$ cat config.mk
export PLATFORM = sky130hd
export DESIGN_NAME = block_encryptor_cbc_stream
export DESIGN_NICKNAME = d
export VERILOG_FILES = /design/src/rtl/block_encryptor_cbc_stream_pkg.sv /design/src/rtl/block_encryptor_cbc_stream_nibble_cipher_enc.sv /design/src/rtl/block_encryptor_cbc_stream.sv
export SDC_FILE = /design/constraint.sdc
export NUM_CORES = 1
export LEC_CHECK = 0
export CORE_ASPECT_RATIO = 1.4
export CORE_MARGIN = 10
export CORE_UTILIZATION = 52
export DETAILED_ROUTE_END_ITERATION = 6
export PLACE_DENSITY = 0.83
export SYNTH_ARGS = -nofsm -noshare
export SYNTH_HDL_FRONTEND = slang
export SYNTH_SLANG_ARGS = --single-unit
$ cat constraint.sdc
create_clock -name clk -period 3.4 [get_ports clk]
set_input_delay 0.68 -clock clk [delete_from_list [all_inputs] [get_ports clk]]
set_output_delay 0.68 -clock clk [all_outputs]
set_load 0.005 [all_outputs]
$ cat src/rtl/block_encryptor_cbc_stream_pkg.sv
// Shared definitions for the CBC nibble-stream encryptor and its decryptor.
// State encoding, widths and the nibble cipher live here.
package block_encryptor_cbc_stream_pkg;

    localparam int NIB_W  = 4;
    localparam int BYTE_W = 8;

    typedef enum logic [1:0] {
        IDLE = 2'd0,
        HI   = 2'd1,
        LO   = 2'd2,
        OUT  = 2'd3
    } state_e;

    // Self-inverse, so the decryptor applies the same function.
    function automatic logic [NIB_W-1:0] e_k(
        input logic [NIB_W-1:0] x,
        input logic [NIB_W-1:0] key
    );
        return x ^ key;
    endfunction

endpackage

$ cat src/rtl/block_encryptor_cbc_stream_nibble_cipher_enc.sv
// Nibble cipher datapath, shared by the HI and LO steps of the encryptor.
module nibble_cipher_enc
    import block_encryptor_cbc_stream_pkg::*;
(
    input  logic [NIB_W-1:0] x,
    input  logic [NIB_W-1:0] k,
    output logic [NIB_W-1:0] y
);

    assign y = e_k(x, k);

endmodule

$ cat src/rtl/block_encryptor_cbc_stream.sv
// Byte-wide CBC encryptor built from a 4-bit cipher, one nibble per cycle.
// Optional block counter port under BLOCK_ENCRYPTOR_CBC_BLKCNT_EN.
module block_encryptor_cbc_stream
    import block_encryptor_cbc_stream_pkg::*;
(
    input  logic              clk,
    input  logic              reset,
    input  logic              in_valid,
    output logic              in_ready,
    input  logic              in_sop,
    input  logic [BYTE_W-1:0] p,
    input  logic [NIB_W-1:0]  k,
    input  logic [NIB_W-1:0]  iv,
    output logic              out_valid,
    input  logic              out_ready,
    output logic [BYTE_W-1:0] c
`ifdef BLOCK_ENCRYPTOR_CBC_BLKCNT_EN
    ,
    output logic [15:0]       blk_cnt
`endif
);

    state_e            state_q, state_d;
    logic [BYTE_W-1:0] p_q, p_d;
    logic [NIB_W-1:0]  k_q, k_d;
    logic [NIB_W-1:0]  ch_q, ch_d;
    logic [BYTE_W-1:0] c_q, c_d;
    logic [NIB_W-1:0]  ciph_x, ciph_y;
    logic              accept;

    assign in_ready  = (state_q == IDLE);
    assign out_valid = (state_q == OUT);
    assign c         = c_q;
    assign accept    = in_valid & in_ready;

    // HI chains from ch, LO chains from the high ciphertext nibble.
    assign ciph_x = (state_q == HI) ? (p_q[7:4] ^ ch_q)
                                    : (p_q[3:0] ^ c_q[7:4]);

    nibble_cipher_enc u_cipher (
        .x (ciph_x),
        .k (k_q),
        .y (ciph_y)
    );

    always_comb begin
        state_d = state_q;
        p_d     = p_q;
        k_d     = k_q;
        ch_d    = ch_q;
        c_d     = c_q;
        unique case (state_q)
            IDLE: begin
                if (accept) begin
                    p_d     = p;
                    k_d     = k;
                    if (in_sop) ch_d = iv;
                    state_d = HI;
                end
            end
            HI: begin
                c_d[7:4] = ciph_y;
                state_d  = LO;
            end
            LO: begin
                c_d[3:0] = ciph_y;
                ch_d     = ciph_y;
                state_d  = OUT;
            end
            OUT: begin
                if (out_ready) state_d = IDLE;
            end
            default: state_d = IDLE;
        endcase
    end

    always_ff @(posedge clk) begin
        if (reset) begin
            state_q <= IDLE;
            p_q     <= '0;
            k_q     <= '0;
            ch_q    <= '0;
            c_q     <= '0;
        end else begin
            state_q <= state_d;
            p_q     <= p_d;
            k_q     <= k_d;
            ch_q    <= ch_d;
            c_q     <= c_d;
        end
    end

`ifdef BLOCK_ENCRYPTOR_CBC_BLKCNT_EN
    logic [15:0] blk_cnt_q, blk_cnt_d;

    always_comb begin
        blk_cnt_d = blk_cnt_q;
        if (out_valid && out_ready) blk_cnt_d = blk_cnt_q + 16'd1;
        if (accept && in_sop)       blk_cnt_d = '0;
    end

    always_ff @(posedge clk) begin
        if (reset) blk_cnt_q <= '0;
        else       blk_cnt_q <= blk_cnt_d;
    end

    assign blk_cnt = blk_cnt_q;
`endif

endmodule

==> results.py, run 1 <==
metrics = {
    "run_status": {
        "outcome": "completed",
    },
    "placed_design": {
        "placed_cell_area_sq_um": 1610,
        "place_inst": 198,
        "io_buffers": 30,
        "hpwl_microns": 2140,
        "gp_congestion": 0.763,
    },
    "sta": {
        "min_period_ns": 2.19,
        "max_slew.worst_pin.slew_ns": 0.487,
        "skew_ns": 0.00368,
        "rsz0062_at_grt": "no",
        "fmax_mhz": 457,
        "setup_viol": 0,
        "timing.hold.ws_ns": 0.468,
        "slew-limit-headroom_pct": 67.4,
        "fin_tns_setup_ns": 0,
        "maxSlewViolCount": 0,
        "hold_viol": 0,
        "fin_crit_sh_pct": 64.3,
    },
    "clock_network": {
        "cts_tree": "yes",
        "cts_setup_buffers": 0,
        "cts_buffers": 3,
        "holdBufCountCts": 0,
        "cts_buffer_depth": 2,
        "clkSinkCount": 26,
        "postCtsResizedCells": 0,
        "clockRootBuffer": "clkbuf_4",
        "clk_pin_slew_ns": 0.14,
        "htreeDepth": 1,
        "clk_latency_ns": 0.32,
    },
    "floorplanning": {
        "ios": 31,
        "core_sq_um": 2390,
        "num_rows": 21,
        "die_y_microns": 79.0,
        "fp.dieW_microns": 62.1,
        "start_util_pct": 54.0,
        "die_area_sq_um": 4900,
    },
    "synth": {
        "synth_cell_types": 26,
        "ys_ff_latch": 26,
        "syn_nets": 166,
        "yosys_warnings": 0,
        "yosysSeqAreaShare_pct": 40.3,
        "synth_compound_area_share_pct": 9.69,
        "yosys-top-cells-area": "dfxtp_1 40%, nand2_1 8.7%, xor3_1 7.4%",
        "synth_edf_count": 0,
        "synth-adder-area-share_pct": 4.84,
        "synth_mux_area_share_pct": 3.88,
        "synthesis.area_sq_um": 1290,
        "synth_top_family_by_area": "simple AND/OR/NAND/NOR gates",
        "synthCells": 140,
        "synth_async_sr_flop_share_pct": 0,
        "synthSimpleGateAreaFrac_pct": 23.4,
        "synth.largest_area_cell": "dfxtp_1",
        "synth_top_flop_cell": "dfxtp_1",
        "synth_xor_area_share_pct": 14.6,
        "avgSynthCellArea_sq_um": 9.22,
        "synth_top_area_share_pct": 40.3,
    },
    "detailed_routing": {
        "wl_met3_microns": 147,
        "met1_length_microns": 1230,
        "drt-total-wl_microns": 2750,
        "drtAntennaViolNets": 0,
        "drtIter0Drc": 32,
        "met2_length_microns": 1330,
        "viasPerCell": 5.18,
        "num_vias": 1047,
        "remaining_drc_errors": 0,
        "first_pass_iters": 4,
        "routedWlPerCell_microns": 13.6,
        "route.top_layer_used": "met4",
    },
    "final_layout": {
        "mostFrequentLayoutCells": "30 x nand2_1, 30 x clkdlybuf4s50_1, 26 x dfxtp_1, 16 x nor2_1, 14 x a21oi_1",
        "drive_gt1_share_pct": 4.76,
        "n_antenna_cell": 0,
        "fin_util_pct": 68.7,
        "area.growth.synth_to_final_pct": 27.2,
        "fin_nets": 195,
        "stdcell_area_sq_um": 1640,
        "stdcell_count": 202,
        "fill_cells": 196,
    },
    "setup_path": {
        "ff2ff_path_depth": 5,
        "cpPeakStageDelay_ns": 0.51,
        "cp-end-kind": "output pin",
        "path_cells": "inv_1 -> ha_1 -> clkdlybuf4s50_1",
        "start_kind": "register",
        "cp.arrival_ns": 1.51,
        "crit_path_top_delay_cell": "clkdlybuf4s50_1",
        "criticalPathCategory": "register to output pin",
        "crit_fanout": 4,
        "cp_num_buf_inv": 2,
        "path_depth": 3,
        "cp_top_family": "buffers and inverters",
        "crit_required_ns": 2.72,
    },
    "global_route": {
        "grt_use_total_pct": 10.9,
        "grt_pass1_wl_microns": 4550,
        "grt_pass1_vias": 998,
        "grt_overflow": 0,
        "antenna_found_initial": 0,
        "grt_max_degree": 15,
    },
    "pwr": {
        "p_seq_share_pct": 37.7,
        "worst_ir_drop_vdd_v": 0.000448,
        "power_leakage_uw": 0.000645,
        "power_density_nw_per_um2": 733,
        "p_sw_share_pct": 34.3,
        "p_sw_uw": 413,
        "pwr-share-clk_pct": 13.1,
        "combPwrFrac_pct": 49.1,
        "p_int_uw": 791,
    },
    "flow_run": {
        "maxCapViolCount": 0,
    },
    "worst_hold_path": {
        "min_path_type": "register to register",
        "holdPathStages": 2,
    },
}
-- path summary, 6_finish.rpt --
kind | start | end | slack (ns)
max | state_q[0] | in_ready | 1.21
min | p_q[5] | p_q[5] | 0.47
max reg2reg | state_q[0] | ch_q[2] | 1.70
min reg2reg | p_q[5] | p_q[5] | 0.47
-- through the flow --
stage / power (uW) / setup WS, ns
after floorplan: 878 / 1.91
after global placement: 1050 / 1.22
after detailed placement: 1060 / 1.15
after CTS: 1220 / 1.20
after global routing: 1290 / 1.12
final: 1200 / 1.21
-- logic make-up (layout without fill, tap and decap cells) --
family	Yosys count	in the layout
adders and majority gates	5	5
muxes	5	5
DFF	26	26
xor gates and xnor gates	8	8
AOI/OAI and AO/OA	20	20
buffers and inverters	9	37
and+or+nand+nor	67	67
-- synthesized netlist by cell type (2+ instances only) --
master / count
nor3_1: 2
xor3_1: 4
inv_1: 2
nor2b_1: 3
nor4_1: 4
buf_2: 4
ha_1: 5
xnor3_1: 3
and3_1: 3
nand2_1: 30
mux2i_1: 5
a21oi_1: 14
nand2b_1: 2
a32o_1: 4
or2_0: 4
dfxtp_1: 26
nor2_1: 16
-- cell type report --
cell class | count | area (sq um) | area share (%)
tap | 34 | 42.5 | 2.59
clock buffer | 4 | 36.3 | 2.21
timing repair buffer | 31 | 308 | 18.7
sequential | 26 | 520 | 31.7
inverter | 2 | 7.51 | 0.457
multi-input combinational | 105 | 728 | 44.3
-- power groups by stage --
stage | Clock, uW | Combinational [uW] | Sequential [uW]
6_report | 158 | 592 | 454
5_1_grt | 172 | 654 | 467
4_1_cts | 159 | 601 | 456
3_5_place_dp | 0 | 598 | 463
3_3_place_gp | 0 | 590 | 456
2_1_floorplan | 0 | 426 | 452
-- layer usage --
metal  track usage, %  vias up
met5                0        -
met4             3.44        0
met3             3.09        5
met2             18.1       36
met1             13.2      479
li1                 -      527
-- worst reg2reg max path, delay by kind of cell (launching register included) --
family	cells	cell delay [ns]
compound gates	2	0.50
fa+ha+maj	1	0.40
flops	1	0.36
mux	1	0.24
buf+inv	1	0.11
-- registers in the layout (all words and copies together), names as in the netlist --
signal,cells
state_q,2
k_q,4
p_q,8
ch_q,4
c,8
Power figures use the tool's default switching activity.
==> run 2: changes to the inputs <==
--- a/config.mk
+++ b/config.mk
@@ -7,9 +7,9 @@
 export LEC_CHECK = 0
 export CORE_ASPECT_RATIO = 1.4
 export CORE_MARGIN = 10
-export CORE_UTILIZATION = 52
+export CORE_UTILIZATION = 44
 export DETAILED_ROUTE_END_ITERATION = 6
-export PLACE_DENSITY = 0.83
+export PLACE_DENSITY = 0.75
 export SYNTH_ARGS = -nofsm -noshare
 export SYNTH_HDL_FRONTEND = slang
 export SYNTH_SLANG_ARGS = --single-unit
==> constraint.sdc (replaced) <==
create_clock -name clk -period 2 [get_ports clk]
set_input_delay 0.4 -clock clk [delete_from_list [all_inputs] [get_ports clk]]
set_output_delay 0.4 -clock clk [all_outputs]
set_load 0.005 [all_outputs]
==> run 2 against run 1 <==
  * Power increased by 72%
  * First-iteration DRC count is 69% higher
  * Clock skew is 0.00096 ns higher
  * Via count shrank 3.5%
  * Non-clock buffer count increased by 1
  * Largest power group unchanged
==> results.py, run 2 (same netlist as run 1, synthesis figures left out) <==
metrics = {
    "sta": {
        "maxSlewViolCount": 0,
        "timing.hold.ws_ns": 0.462,
        "setup_viol": 0,
        "fin_tns_setup_ns": 0,
        "fmax_mhz": 548,
        "slew-limit-headroom_pct": 73.4,
        "fin_crit_sh_pct": 91.2,
        "max_slew.worst_pin.slew_ns": 0.389,
        "rsz0062_at_grt": "no",
        "hold_viol": 0,
        "skew_ns": 0.00464,
        "setup_ws_ns": 0.176,
        "min_period_ns": 1.82,
    },
    "detailed_routing": {
        "routedWlPerCell_microns": 13.7,
        "remaining_drc_errors": 0,
        "viasPerCell": 4.93,
        "drtAntennaViolNets": 0,
        "num_vias": 1010,
        "drt-total-wl_microns": 2820,
        "drtIter0Drc": 54,
        "first_pass_iters": 4,
    },
    "pwr": {
        "power_density_nw_per_um2": 1250,
        "power_leakage_uw": 0.000650,
        "worst_ir_drop_vdd_v": 0.000727,
    },
    "global_route": {
        "grt_pass1_vias": 1032,
        "grt_overflow": 0,
        "grt_max_degree": 14,
        "grt_pass1_wl_microns": 4690,
        "grt_use_total_pct": 10.4,
        "antenna_found_initial": 0,
    },
    "placed_design": {
        "dp_slack_ns": 0.322,
        "io_buffers": 30,
        "gp_congestion": 0.864,
        "hpwl_microns": 2280,
    },
    "run_status": {
        "outcome": "completed",
    },
    "floorplanning": {
        "num_rows": 23,
        "start_util_pct": 45.3,
        "core_sq_um": 2850,
        "fp.dieW_microns": 65.8,
        "die_area_sq_um": 5530,
        "ios": 31,
        "die_y_microns": 84.1,
    },
    "clock_network": {
        "clkSinkCount": 26,
        "holdBufCountCts": 0,
        "cts_setup_buffers": 0,
        "clk_latency_ns": 0.26,
        "cts_buffer_depth": 2,
        "postCtsResizedCells": 0,
        "cts_buffers": 3,
        "clockRootBuffer": "clkbuf_8",
        "htreeDepth": 1,
        "clk_pin_slew_ns": 0.08,
        "cts_tree": "yes",
    },
    "final_layout": {
        "area.growth.synth_to_final_pct": 28.5,
        "drive_gt1_share_pct": 4.76,
        "mostFrequentLayoutCells": "30 x nand2_1, 30 x clkdlybuf4s50_1, 26 x dfxtp_1, 16 x nor2_1, 14 x a21oi_1",
        "fin_nets": 196,
        "n_antenna_cell": 0,
    },
    "setup_path": {
        "crit_fanout": 4,
        "crit_required_ns": 1.60,
        "cp-end-kind": "output pin",
        "start_kind": "register",
        "criticalPathCategory": "register to output pin",
        "cp.arrival_ns": 1.42,
    },
    "flow_run": {
        "maxCapViolCount": 0,
    },
    "worst_hold_path": {
        "min_path_type": "register to register",
    },
}
[run 2: cell types whose count changed in the layout (fill, tap and decap cells not counted)]
cell | before | now
buf_4 | 1 | 2
clkbuf_4 | 3 | 0
clkbuf_8 | 1 | 3
[run 2: layer usage]
layer / vias to the layer above / GRT usage, % / wire (microns)
met4: 0 / 4.69 / 40
met1: 459 / 11.7 / 1220
li1: 528 / - / -
met2: 21 / 17.9 / 1430
met5: - / 0 / 0
met3: 2 / 2.02 / 121
[run 2: cell type report]
cell class,instances,area [sq um]
multi-input combinational,105,728
inverter,2,7.51
sequential,26,520
clock buffer,3,41.3
tap,37,46.3
timing repair buffer,32,315
fill,240,1190
[run 2: where the power goes]
part	switching, uW	internal, uW
sequential	107	666
clock	145	134
combinational	443	572
[run 2: worst paths after layout]
check,slack (ns),depth (start not counted),to,start
hold / removal,0.46,2,p_q[3],p_q[3]
setup reg to reg,0.32,5,ch_q[2],state_q[0]
hold reg to reg,0.46,2,p_q[3],p_q[3]
setup / recovery,0.18,3,in_ready,state_q[0]
[run 2: worst max-delay path, cell delays in order (launching register included)]
cell and delay (ns):
dfxtp_1 0.39, inv_1 0.10, ha_1 0.23, clkdlybuf4s50_1 0.45
[run 2: per-stage QoR]
step,std cells,instance area [sq um],total power (uW),utilization [%]
3_5_place_dp,202,1620,1810,56.8
5_1_grt,205,1660,2240,58.2
4_1_cts,205,1660,2100,58.2
2_1_floorplan,140,1290,1490,-
3_3_place_gp,202,1620,1780,56.8
6_report,205,1660,2070,58.2
==> run 3: changes to the inputs <==
--- a/config.mk
+++ b/config.mk
@@ -10,6 +10,8 @@
 export CORE_UTILIZATION = 44
 export DETAILED_ROUTE_END_ITERATION = 6
 export PLACE_DENSITY = 0.75
+export REMOVE_ABC_BUFFERS = 1
+export SLEW_MARGIN = 20
 export SYNTH_ARGS = -nofsm -noshare
 export SYNTH_HDL_FRONTEND = slang
 export SYNTH_SLANG_ARGS = --single-unit
==> run 3 against run 2 <==
  * Die area did not move
  * Worst hold slack got worse by 0.0021 ns
  * Worst setup slack got worse by 0.025 ns
  * Clock skew fell by 0.0035 ns
  * Non-clock buffer count rose by 2
  * Design area rose by 0.91%
  * Clock power rose by 4%
  * Fmax fell by 1.4%
==> results.py, run 3 (same netlist as run 1, synthesis figures left out) <==
metrics = {
    "run_status": {
        "outcome": "completed",
    },
    "sta": {
        "maxSlewViolCount": 0,
        "fin_tns_setup_ns": 0,
        "fin_crit_sh_pct": 92.5,
        "rsz0062_at_grt": "no",
        "setup_viol": 0,
        "hold_viol": 0,
        "slew-limit-headroom_pct": 70.3,
        "fmax_mhz": 541,
        "max_slew.worst_pin.slew_ns": 0.433,
        "setup_ws_ns": 0.150,
        "min_period_ns": 1.85,
        "skew_ns": 0.00112,
    },
    "clock_network": {
        "cts_buffers": 3,
        "clkSinkCount": 26,
        "cts_buffer_depth": 2,
        "clk_latency_ns": 0.27,
        "holdBufCountCts": 0,
        "cts_setup_buffers": 0,
        "htreeDepth": 1,
        "clockRootBuffer": "clkbuf_8",
        "clk_pin_slew_ns": 0.08,
        "cts_tree": "yes",
        "postCtsResizedCells": 0,
    },
    "global_route": {
        "grt_pass1_wl_microns": 4920,
        "grt_max_degree": 14,
        "grt_pass1_vias": 1079,
        "antenna_found_initial": 0,
        "grt_overflow": 0,
        "grt_use_total_pct": 11.1,
    },
    "final_layout": {
        "drive_gt1_share_pct": 5.88,
        "area.growth.synth_to_final_pct": 29.7,
        "fin_util_pct": 58.8,
        "fill_cells": 270,
        "fin_nets": 198,
        "mostFrequentLayoutCells": "30 x nand2_1, 30 x clkdlybuf4s50_1, 26 x dfxtp_1, 16 x nor2_1, 14 x a21oi_1",
        "n_antenna_cell": 0,
        "seqCellArea_sq_um": 520,
        "multiInputGateArea_sq_um": 728,
    },
    "placed_design": {
        "hpwl_microns": 2370,
        "dp_slack_ns": 0.278,
        "gp_congestion": 0.771,
        "io_buffers": 30,
    },
    "floorplanning": {
        "fp.dieW_microns": 65.8,
        "ios": 31,
        "num_rows": 23,
        "core_sq_um": 2850,
        "die_y_microns": 84.1,
        "die_area_sq_um": 5530,
        "start_util_pct": 45.3,
    },
    "setup_path": {
        "crit_path_top_delay_cell": "clkdlybuf4s50_1",
        "cp-end-kind": "output pin",
        "cpPeakStageDelay_ns": 0.45,
        "path_cells": "inv_1 -> ha_1 -> clkdlybuf4s50_1",
        "crit_required_ns": 1.60,
        "criticalPathCategory": "register to output pin",
        "crit_fanout": 4,
        "start_kind": "register",
        "cp.arrival_ns": 1.45,
    },
    "pwr": {
        "p_int_uw": 1380,
        "power_density_nw_per_um2": 1260,
        "combPwrFrac_pct": 49.3,
        "power_leakage_uw": 0.000660,
        "p_sw_uw": 721,
        "p_seq_share_pct": 36.9,
        "pwr-share-clk_pct": 13.7,
        "p_sw_share_pct": 34.3,
        "worst_ir_drop_vdd_v": 0.000667,
    },
    "detailed_routing": {
        "num_vias": 1045,
        "drt-total-wl_microns": 2970,
        "drtAntennaViolNets": 0,
        "drtIter0Drc": 36,
        "viasPerCell": 5.05,
        "remaining_drc_errors": 0,
        "routedWlPerCell_microns": 14.3,
        "first_pass_iters": 4,
    },
    "worst_hold_path": {
        "min_path_type": "register to register",
    },
    "flow_run": {
        "maxCapViolCount": 0,
    },
}
[run 3: changes by cell type in the layout (fill, tap and decap cells not counted), sizes merged]
| cell | change |
|---|---|
| buf | +2 |
[run 3: worst paths after layout]
check                           slack [ns]       end       start  depth (start not counted)
worst max register to register        0.27   ch_q[0]  state_q[0]                          5
worst min register to register        0.46    p_q[3]      p_q[3]                          2
worst max-delay path                  0.15  in_ready  state_q[0]                          3
worst min-delay path                  0.46    p_q[3]      p_q[3]                          2
[run 3: per-layer routing]
| metal | global-route usage, % | part of all wire [%] |
|---|---|---|
| met2 | 18.3 | 51 |
| met1 | 12.5 | 42 |
| met5 | 0 | 0 |
| met4 | 4.69 | 1.1 |
| met3 | 3.63 | 5.7 |
[run 3: critical path, delay by kind of cell (launching register included)]
kind	cells	cell delay [ns]
DFF	1	0.40
buffers and inverters	2	0.55
adders and majority gates	1	0.23
[run 3: metrics by stage]
step / hold slack (ns) / std cells / total power (uW) / instance area [sq um]
2_1_floorplan: 0.431 / 133 / 1460 / 1260
3_3_place_gp: 0.442 / 204 / 1810 / 1630
3_5_place_dp: 0.452 / 204 / 1840 / 1630
4_1_cts: 0.464 / 207 / 2130 / 1670
5_1_grt: 0.489 / 207 / 2270 / 1670
6_report: 0.460 / 207 / 2110 / 1670
[run 3: cell type report]
type / count / share of cell area (%)
Multi-Input combinational cell: 105 / 43.5
Sequential cell: 26 / 31.1
Timing Repair Buffer: 34 / 19.7
Tap cell: 37 / 2.77
Clock buffer: 3 / 2.47
Inverter: 2 / 0.448
[run 3: power groups by stage]
stage,clock network (uW),logic [uW],registers [uW]
after floorplan,0,692,768
after global placement,0,1030,780
after detailed placement,0,1050,790
after CTS,297,1060,778
after global routing,318,1160,793
final,289,1040,777
